<file path="config.mk">
export PLATFORM = sky130hd
export DESIGN_NAME = skinny_round32_dom1_ctrl
export DESIGN_NICKNAME = d
export VERILOG_FILES = /design/src/rtl/skinny_round32_dom1_ctrl_pkg.sv /design/src/rtl/skinny_round32_dom1_ctrl_sel.sv /design/src/rtl/skinny_round32_dom1_ctrl.sv
export SDC_FILE = /design/constraint.sdc
export NUM_CORES = 2
export LEC_CHECK = 0
export CAP_MARGIN = 25
export CORE_AREA = 10 10 335 337
export DETAILED_ROUTE_END_ITERATION = 10
export DIE_AREA = 0 0 345 347
export GPL_TIMING_DRIVEN = 0
export MAX_ROUTING_LAYER = met4
export PLACE_DENSITY_LB_ADDON = 0.3
export SYNTH_ARGS = -nofsm -noshare
export SYNTH_HDL_FRONTEND = slang
export SYNTH_SLANG_ARGS = --single-unit
</file>
<file path="constraint.sdc">
create_clock -name clk -period 2.8 [get_ports clk]
set_clock_uncertainty 0.1 [all_clocks]
set_input_delay 0.56 -clock clk [delete_from_list [all_inputs] [get_ports clk]]
set_output_delay 0.56 -clock clk [all_outputs]
set_load 0.1 [all_outputs]
</file>
<file path="src/rtl/skinny_round32_dom1_ctrl_pkg.sv">
// skinny_round32_dom1_ctrl_pkg: shared FSM type, default sizes, constants and byte-index helpers
// Byte i of a 128-bit state (row i/4, col i%4) sits at bits [127-8i -: 8]; rows 0-1 of a 64-bit tweakey likewise.
package skinny_round32_dom1_ctrl_pkg;

    typedef enum logic [1:0] {IDLE, RUN, DONE} state_e;

    localparam int ROUNDS_DEF = 40;
    localparam int SB_LAT_DEF = 4;

    // c2 = 0x02 at row 2 col 0 lands in column 2 after ShiftRows; MixColumns copies it to rows 0, 2 and 3
    localparam logic [31:0] C2_MC = 32'h02000202;

    function automatic int byte_lsb(input logic [1:0] row, input logic [1:0] col);
        return 8 * (15 - int'({row, col}));
    endfunction

    // Column c of the ShiftRows output: row j takes col (c-j) mod 4 of the incoming state
    function automatic logic [31:0] sr_column(input logic [127:0] s, input logic [1:0] c);
        logic [31:0] w;
        logic [1:0] sc;
        w = '0;
        for (int j = 0; j < 4; j++) begin
            sc = c - 2'(j);
            w[8*(3-j) +: 8] = s[byte_lsb(2'(j), sc) +: 8];
        end
        return w;
    endfunction

    function automatic logic [127:0] put_column(input logic [127:0] s, input logic [1:0] c, input logic [31:0] v);
        logic [127:0] o;
        o = s;
        for (int j = 0; j < 4; j++) o[byte_lsb(2'(j), c) +: 8] = v[8*(3-j) +: 8];
        return o;
    endfunction

    // Tweakey rows 0-1 after ShiftRows: row 0 stays in col c, row 1 comes from col (c-1) mod 4
    function automatic logic [15:0] tk_pair(input logic [63:0] tk, input logic [1:0] c);
        logic [1:0] cm;
        cm = c - 2'd1;
        return {tk[8*(7-int'(c)) +: 8], tk[8*(3-int'(cm)) +: 8]};
    endfunction

endpackage

</file>
<file path="src/rtl/skinny_round32_dom1_ctrl_sel.sv">
// skinny_sr_column_sel: selects the ShiftRows diagonal of one column and its tweakey bytes, share by share
// Ports: cur0/cur1 state shares, tk0/tk1 tweakey shares, col column index; si0/si1 column shares, k0/k1 key shares.
module skinny_sr_column_sel
    import skinny_round32_dom1_ctrl_pkg::*;
(
    input  logic [127:0] cur0,
    input  logic [127:0] cur1,
    input  logic [63:0]  tk0,
    input  logic [63:0]  tk1,
    input  logic [1:0]   col,
    output logic [31:0]  si0,
    output logic [31:0]  si1,
    output logic [15:0]  k0,
    output logic [15:0]  k1
);

    assign si0 = sr_column(cur0, col);
    assign si1 = sr_column(cur1, col);
    assign k0  = tk_pair(tk0, col);
    assign k1  = tk_pair(tk1, col);

endmodule

</file>
<file path="src/rtl/skinny_round32_dom1_ctrl.sv">
// skinny_round32_dom1_ctrl: column-serial DOM1 Skinny-128-384+ round controller driving an external 32-bit superbox
// Ports: clk, rst (sync, active high); start, st_in0/1 plaintext shares; tk0/1 round tweakey shares (rows 0-1);
//        rnd fresh randomness; so0/1 superbox result; si0/1, k0/1, r superbox operands; rnd_req randomness strobe;
//        round_o round index; busy while running; done one-cycle pulse; st_out0/1 ciphertext shares.
module skinny_round32_dom1_ctrl
    import skinny_round32_dom1_ctrl_pkg::*;
#(
    parameter int ROUNDS = ROUNDS_DEF,
    parameter int SB_LAT = SB_LAT_DEF
) (
    input  logic         clk,
    input  logic         rst,
    input  logic         start,
    input  logic [127:0] st_in0,
    input  logic [127:0] st_in1,
    input  logic [63:0]  tk0,
    input  logic [63:0]  tk1,
    input  logic [31:0]  rnd,
    input  logic [31:0]  so0,
    input  logic [31:0]  so1,
    output logic [31:0]  si0,
    output logic [31:0]  si1,
    output logic [15:0]  k0,
    output logic [15:0]  k1,
    output logic [31:0]  r,
    output logic         rnd_req,
    output logic [5:0]   round_o,
    output logic         busy,
    output logic         done,
    output logic [127:0] st_out0,
    output logic [127:0] st_out1
);

    localparam int WW = $clog2(SB_LAT + 1);

    state_e        state_q, state_d;
    logic [5:0]    round_q, round_d;
    logic [1:0]    col_q, col_d;
    logic [WW-1:0] wcnt_q, wcnt_d;
    logic [127:0]  cur0_q, cur0_d, cur1_q, cur1_d;
    logic [127:0]  nxt0_q, nxt0_d, nxt1_q, nxt1_d;
    logic [127:0]  out0_q, out0_d, out1_q, out1_d;
    logic [31:0]   si0_q, si0_d, si1_q, si1_d, r_q, r_d;
    logic [15:0]   k0_q, k0_d, k1_q, k1_d;
    logic [31:0]   sel_si0, sel_si1;
    logic [15:0]   sel_k0, sel_k1;
    logic          issue, capture;

    skinny_sr_column_sel u_sel (
        .cur0 (cur0_q),
        .cur1 (cur1_q),
        .tk0  (tk0),
        .tk1  (tk1),
        .col  (col_q),
        .si0  (sel_si0),
        .si1  (sel_si1),
        .k0   (sel_k0),
        .k1   (sel_k1)
    );

    // Operands are latched on the first cycle of a column and held until the superbox result is taken
    assign issue   = state_q == RUN && wcnt_q == '0;
    assign capture = state_q == RUN && wcnt_q == WW'(SB_LAT);

    always_comb begin
        state_d = state_q;
        round_d = round_q;
        col_d   = col_q;
        wcnt_d  = wcnt_q;
        cur0_d  = cur0_q;
        cur1_d  = cur1_q;
        out0_d  = out0_q;
        out1_d  = out1_q;
        si0_d   = issue ? sel_si0 : si0_q;
        si1_d   = issue ? sel_si1 : si1_q;
        k0_d    = issue ? sel_k0 : k0_q;
        k1_d    = issue ? sel_k1 : k1_q;
        r_d     = issue ? rnd : r_q;
        nxt0_d  = capture ? put_column(nxt0_q, col_q, so0 ^ (col_q == 2'd2 ? C2_MC : 32'h0)) : nxt0_q;
        nxt1_d  = capture ? put_column(nxt1_q, col_q, so1) : nxt1_q;
        case (state_q)
            IDLE: if (start) begin
                state_d = RUN;
                cur0_d  = st_in0;
                cur1_d  = st_in1;
                round_d = '0;
                col_d   = '0;
                wcnt_d  = '0;
            end
            RUN: begin
                wcnt_d = capture ? '0 : wcnt_q + WW'(1);
                col_d  = capture ? col_q + 2'd1 : col_q;
                if (capture && col_q == 2'd3) begin
                    cur0_d = nxt0_d;
                    cur1_d = nxt1_d;
                    if (round_q == 6'(ROUNDS - 1)) begin
                        state_d = DONE;
                        out0_d  = nxt0_d;
                        out1_d  = nxt1_d;
                    end else begin
                        round_d = round_q + 6'd1;
                    end
                end
            end
            default: state_d = IDLE;
        endcase
    end

    always_ff @(posedge clk) begin
        if (rst) begin
            state_q <= IDLE;
            round_q <= '0;
            col_q   <= '0;
            wcnt_q  <= '0;
            cur0_q  <= '0;
            cur1_q  <= '0;
            nxt0_q  <= '0;
            nxt1_q  <= '0;
            out0_q  <= '0;
            out1_q  <= '0;
            si0_q   <= '0;
            si1_q   <= '0;
            k0_q    <= '0;
            k1_q    <= '0;
            r_q     <= '0;
        end else begin
            state_q <= state_d;
            round_q <= round_d;
            col_q   <= col_d;
            wcnt_q  <= wcnt_d;
            cur0_q  <= cur0_d;
            cur1_q  <= cur1_d;
            nxt0_q  <= nxt0_d;
            nxt1_q  <= nxt1_d;
            out0_q  <= out0_d;
            out1_q  <= out1_d;
            si0_q   <= si0_d;
            si1_q   <= si1_d;
            k0_q    <= k0_d;
            k1_q    <= k1_d;
            r_q     <= r_d;
        end
    end

    assign si0     = si0_q;
    assign si1     = si1_q;
    assign k0      = k0_q;
    assign k1      = k1_q;
    assign r       = r_q;
    assign rnd_req = issue;
    assign round_o = round_q;
    assign busy    = state_q == RUN;
    assign done    = state_q == DONE;
    assign st_out0 = out0_q;
    assign st_out1 = out1_q;

endmodule

</file>
# Word-level counts from Yosys, hierarchy flattened
# Index checks and enable logic that the tools add are counted.
dict set report classes {
  add_sub_neg 19
  eq_ne 11
  shift 24
  muxes 31
  bitwise 1
  reduce_logical 12
}
# cell n
set op_table {}
lappend op_table {{bitwise mux 128 bit} 8}
lappend op_table {{indexed part select 8 x 33 -> 128 bit} 8}
lappend op_table {{two-way mux 128 bit} 6}
lappend op_table {{case mux 128 bit (2 select lines)} 2}
lappend op_table {{variable shift 8 x 33 -> 128 bit, first input constant} 4}
lappend op_table {{indexed part select 128 x 32 -> 8 bit} 4}
lappend op_table {{indexed part select 128 x 8 -> 8 bit} 4}
lappend op_table {{indexed part select 64 x 32 -> 8 bit} 2}
lappend op_table {{indexed part select 64 x 6 -> 8 bit} 2}
lappend op_table {{negation 8 -> 33 bit} 3}
lappend op_table {{negation 32 -> 33 bit} 1}
lappend op_table {{XOR 32 x 26 -> 32 bit} 1}
lappend op_table {{two-way mux 26 bit} 1}
lappend op_table {{subtractor 4 x 4 -> 5 bit, first input constant} 4}
lappend op_table {{two-way mux 6 bit} 3}
lappend op_table {{case mux 6 bit (2 select lines)} 1}
lappend op_table {{AND reduction 3 bit} 4}
lappend op_table {{two-way mux 2 bit} 5}
lappend op_table {{subtractor 4 x 3 -> 5 bit, first input constant} 2}
lappend op_table {{case mux 2 bit (2 select lines)} 2}
lappend op_table {{adder 6 x 1 -> 6 bit, second input constant} 1}
lappend op_table {{== test 2 bit, second input constant} 3}
lappend op_table {{== test 6 bit, second input constant} 1}
lappend op_table {{two-way mux 3 bit} 2}
lappend op_table {{other kinds (18)} 24}
dict set report totals {
  ff_bits 909
  input_bits 483
  output_inout_bits 393
  word_cells 113
}

# Depth between registers and ports, before layout
dict set report depth {
  word_depth 11
  depth_mapped 12
  depth_no_buf 6
}

# Hierarchy
# From an unflattened synthesis, not the netlist that was laid out.
dict set report unflattened {
  hier_cells 4106
  hier_area_um2 38255.4
}
# mod instances cells_each area_each_um2 seq_area_each_um2
set modules_own_cells {}
lappend modules_own_cells {skinny_round32_dom1_ctrl 1 3988 35909.4 18197.5}
lappend modules_own_cells {skinny_sr_column_sel 1 118 2346.0 0.0}

# Worst setup path before layout
# OpenSTA, ideal clock, no wires.
dict set report synth_timing {
  kind {register to register}
  startpoint {reg col_q[1]}
  endpoint {reg out1_q[101], in the netlist st_out1[101]}
  setup_ns 0.086
  t_arrival_ns 2.823
  t_required_ns 2.614
  slack_ns -0.209
  path_stages_with_launch 13
  n_path_buf 6
  synth_period_minus_slack_ns 3.009
  path_cell_list {dfxtp_1 buf_2 buf_2 clkbuf_1 inv_1 ha_1 buf_2 nand3b_1 nor2_1 buf_2 buf_1 a22oi_1 a211oi_1}
}
dict set report synth_between {
  elab_chain_len 8
  elab_cells_between_ends 24
  classes_between {add/sub: 8; eq/ne: 1; shift: 8; mux: 5; reduce/logical: 2}
}
# item line_no
set synth_lines {}
lappend synth_lines {{start, declared} skinny_round32_dom1_ctrl.sv:38} ;# logic [1:0] col_q, col_d;
lappend synth_lines {{start signal, assigned} skinny_round32_dom1_ctrl.sv:129} ;# col_q <= col_d;
lappend synth_lines {{subtractor 4 x 2 -> 5 bit} skinny_round32_dom1_ctrl_pkg.sv:14} ;# return 8 * (15 - int'({row, col}));
lappend synth_lines {{negation 32 -> 33 bit} skinny_round32_dom1_ctrl_pkg.sv:32} ;# for (int j = 0; j < 4; j++) o[byte_lsb(2'(j), c) +: 8] = v[8*(3-j) +: 8];
lappend synth_lines {{indexed part select 8 x 33 -> 128 bit or variable shift 8 x 33 -> 128 bit (tied branches)} skinny_round32_dom1_ctrl_pkg.sv:32}
lappend synth_lines {{bitwise mux 128 bit (4 in a row)} skinny_round32_dom1_ctrl_pkg.sv:32}
lappend synth_lines {{two-way mux 128 bit} skinny_round32_dom1_ctrl.sv:80} ;# nxt1_d = capture ? put_column(nxt1_q, col_q, so1) : nxt1_q;
lappend synth_lines {{end signal, assigned} skinny_round32_dom1_ctrl.sv:136} ;# out1_q <= out1_d;
lappend synth_lines {{end, declared} skinny_round32_dom1_ctrl.sv:42} ;# logic [127:0] out0_q, out0_d, out1_q, out1_d;
# Several ways; a longest one is shown, not always the timed one.
# A chain may end at the register's enable or synchronous reset.

# Worst setup path in the final report
dict set report layout_timing {
  startpoint {reg col_q[1]}
  endpoint {reg out1_q[88], in the netlist st_out1[88]}
}
# Same word-level chain as after synthesis.

==> flow_summary.json <==
{
  "fin_ws_ns": -0.02318,
  "die_h_um": 347,
  "p_per_area_nw_per_um2": 576.1,
  "insertion_delay_ns": 0.71,
  "grt.overflow.total": 0,
  "synthFlopType": "dfxtp_1",
  "arrival_ns": 3.29,
  "ys_top_cells_by_area": "dfxtp_1 (48%), mux4_2 (5.7%), o2bb2ai_1 (5.4%)",
  "cts_buffer_depth": 3,
  "fin_crit_sh_pct": 100.8,
  "drt-total-wl_mm": 208.6,
  "cts_hold_buf": 0,
  "grt_usage_pct": 33.83,
  "first_iter_violations": 4732,
  "cts.sinks": 909,
  "final-setup-viol-count": 10,
  "drive_above_1_share_pct": 14.50,
  "start_util_pct": 36.24,
  "slew_headroom_pct": 20.24,
  "swShare_pct": 27.36,
  "p_seq_share_pct": 43.9,
  "num_rows": 119,
  "antenna_found_initial": 35,
  "avgSynthCellArea_um2": 9.418,
  "ys_seq_area_share_pct": 47.77,
  "die_w_um": 345,
  "cts_root_buf": "clkbuf_16",
  "async_flop_share_pct": 0,
  "synthesis.area_um2": 38100,
  "maxCapViolCount": 0,
  "yosysWarnings": 0,
  "p_clk_share_pct": 44.2,
  "area_growth_pct": 40.81,
  "violations": "setup timing",
  "synth_edf_count": 0,
  "routabilityCongestion": 0.9639,
  "finalHoldViolations": 0,
  "tightest_slew_ns": 1.196,
  "die_area_um2": 119700,
  "dp_hpwl_mm": 163.7,
  "cts_tree": "done",
  "grt_first_pass_wirelength_mm": 289.2,
  "yosysUniqueCellTypes": 52,
  "cts-buffers-inserted": 101,
  "crit_required_ns": 3.27,
  "final_cells": 6527,
  "syn_nets": 4538,
  "placedCellCount": 6301,
  "end_kind": "flip-flop",
  "port_buffers": 829,
  "io_pins": 876,
  "coreArea_um2": 105100,
  "rsz0062_at_grt": "yes",
  "timing.final.max_slew_violations": 0,
  "switchingPower_mw": 8.455,
  "wire_per_inst_um": 31.96,
  "synth_seq_cells": 909,
  "grt_pass1_vias": 38700,
  "fin_area_um2": 53640,
  "placed_area_um2": 49010,
  "vdd_drop_max_uv": 493.5,
  "synthCells": 4045,
  "dr.pass1.iters": 6,
  "ant_nets": 0,
  "grt_max_degree": 20,
  "clk_pin_slew_worst_paths_ns": 0.06,
  "startpoint_type": "flip-flop",
  "outcome": "finished, violations left",
  "fin_nets": 5516,
  "combPwrFrac_pct": 11.9,
  "holdCritPathClass": "in -> reg",
  "drc_errors": 0,
  "h-tree-depth": 3,
  "path_class": "reg -> reg",
  "fmax_ghz": 0.3542,
  "vias": 39640,
  "yosysTopAreaCellShare_pct": 47.77,
  "fin_crit_ns": 2.823,
  "synth_area_leader_cell": "dfxtp_1",
  "crit_fanout": 10,
  "vias_per_cell": 6.073,
  "power.internal_mw": 22.45,
  "p_leak_nw": 19.78
}
[logic make-up (layout without fill, tap and decap cells)]
group	after synthesis	in the layout	synth area share (%)
adders and majority gates	10	10	0.3284
and+or+nand+nor	881	881	9.616
AOI/OAI and AO/OA	1598	1598	29.88
other	0	31	0
muxes	127	127	6.585
DFF	909	909	47.77
buffers and inverters	515	1575	5.708
xor gates and xnor gates	5	5	0.1149
[power by group through the flow]
stage               clock network [mW]  registers, mW  logic [mW]
floorplan                            0           14.3        1.24
global placement                     0           13.8        3.51
detailed placement                   0           13.8        3.56
CTS                               13.7           13.5        3.60
global route                      14.2           13.6        3.82
finish                            13.7           13.6        3.68
[stage by stage]
stage | util, % | setup TNS [ns] | setup WS (ns) | hold WS (ns) | power, mW
finish | 51.03 | -0.08886 | -0.02318 | 0.3218 | 30.90
global route | 51.02 | -0.04377 | -0.01413 | 0.3193 | 31.59
CTS | 50.42 | -0.01824 | -0.01824 | 0.2837 | 30.82
detailed placement | 46.62 | -1420.34 | -2.392 | 0.3410 | 17.38
global placement | 45.80 | -1470.86 | -2.399 | 0.3390 | 17.32
floorplan | - | -0.09050 | -0.006194 | 0.3271 | 15.57
[cells in the final DEF, fill, tap and decap left out, drive strengths merged, types with 16 or more instances in the layout]
cell | netlist | layout
o2bb2ai | 235 | 235
a211oi | 272 | 272
a31oi | 192 | 192
a22oi | 46 | 46
diode | 0 | 31
clkbuf | 325 | 473
nand4b | 18 | 18
a21boi | 192 | 192
clkdlybuf4s50 | 0 | 462
a21oi | 154 | 154
a221oi | 30 | 30
a311oi | 193 | 193
dfxtp | 909 | 909
clkinv | 0 | 20
o21ai | 241 | 241
nand2 | 262 | 262
mux4 | 96 | 96
and4 | 18 | 18
nor2 | 524 | 524
buf | 179 | 229
mux2 | 29 | 29
o221ai | 17 | 17
inv | 11 | 16
a22o | 18 | 18
dlygate4sd2 | 0 | 363
nand2b | 19 | 19
[registers in the layout, summed over array words and instances (netlist names)]
register	cells
cur1_q	128
cur0_q	128
si1	32
st_out0	128
r	32
k0	16
st_out1	128
k1	16
state_q	2
wcnt_q	3
si0	32
col_q	2
nxt1_q	128
round_o	6
nxt0_q	128
[timing repair]
| action | CTS | global route |
|---|---|---|
| pin swaps | 14 | 22 |
| cloned | 1 | 0 |
| setup buffers | 10 | 5 |
| resized for setup | 647 | 169 |
| endpoints found under the setup margin | 1254 | 465 |
[synth_stat cells, types with 3 or more instances]
cell type,n
a211oi_1,272
a21boi_0,192
a21oi_1,154
a221oi_1,30
a22o_1,18
a22oi_1,46
a311oi_1,193
a31oi_1,192
and2_1,6
and3_1,3
and4_1,18
buf_1,19
buf_2,152
buf_4,8
clkbuf_1,308
clkbuf_2,17
dfxtp_1,909
ha_1,10
inv_1,10
mux2_2,29
mux4_2,96
nand2_1,262
nand2b_1,19
nand3_1,3
nand3b_1,4
nand4_1,3
nand4b_1,17
nor2_1,524
nor3_1,6
o21ai_0,240
o221ai_1,17
o2bb2ai_1,235
or3_1,3
xor2_1,5
[worst paths after layout]
kind | from | to | slack [ns] | depth (start not counted)
max | col_q[1] | st_out1[88] | -0.02 | 11
min | rnd[22] | r[22] | 0.32 | 3
max reg2reg | col_q[1] | st_out1[88] | -0.02 | 11
min reg2reg | r[18] | r[18] | 0.35 | 2
[metal layers]
layer  vias up  GRT usage (%)  share of wire, %
li1      17190              -                 -
met4         0          15.20               5.3
met1     19430          39.15                38
met5         -              -                 0
met2      2498          54.78                47
met3       523          8.824                10
[cell type report]
cell class | count | area, um^2
Fill cell | 9964 | 51480
Multi-Input combinational cell | 2621 | 18680
Sequential cell | 909 | 18210
Timing Repair Buffer | 882 | 8889
Clock buffer | 149 | 2950
Buffer | 497 | 2663
Tap cell | 1391 | 1740
Clock inverter | 36 | 380.4
Antenna cell | 31 | 77.57
Inverter | 11 | 56.30
[critical path, stage by stage, from the launching register on]
cell       delay [ns]
dfxtp_4          0.37
buf_12           0.15
buf_12           0.13
clkbuf_16        0.18
inv_2            0.10
ha_4             0.13
buf_2            0.30
buf_8            0.20
clkbuf_2         0.28
a21boi_1         0.23
a31oi_2          0.38
a211oi_1         0.12
Note: power is estimated with default switching activity, not from simulation.
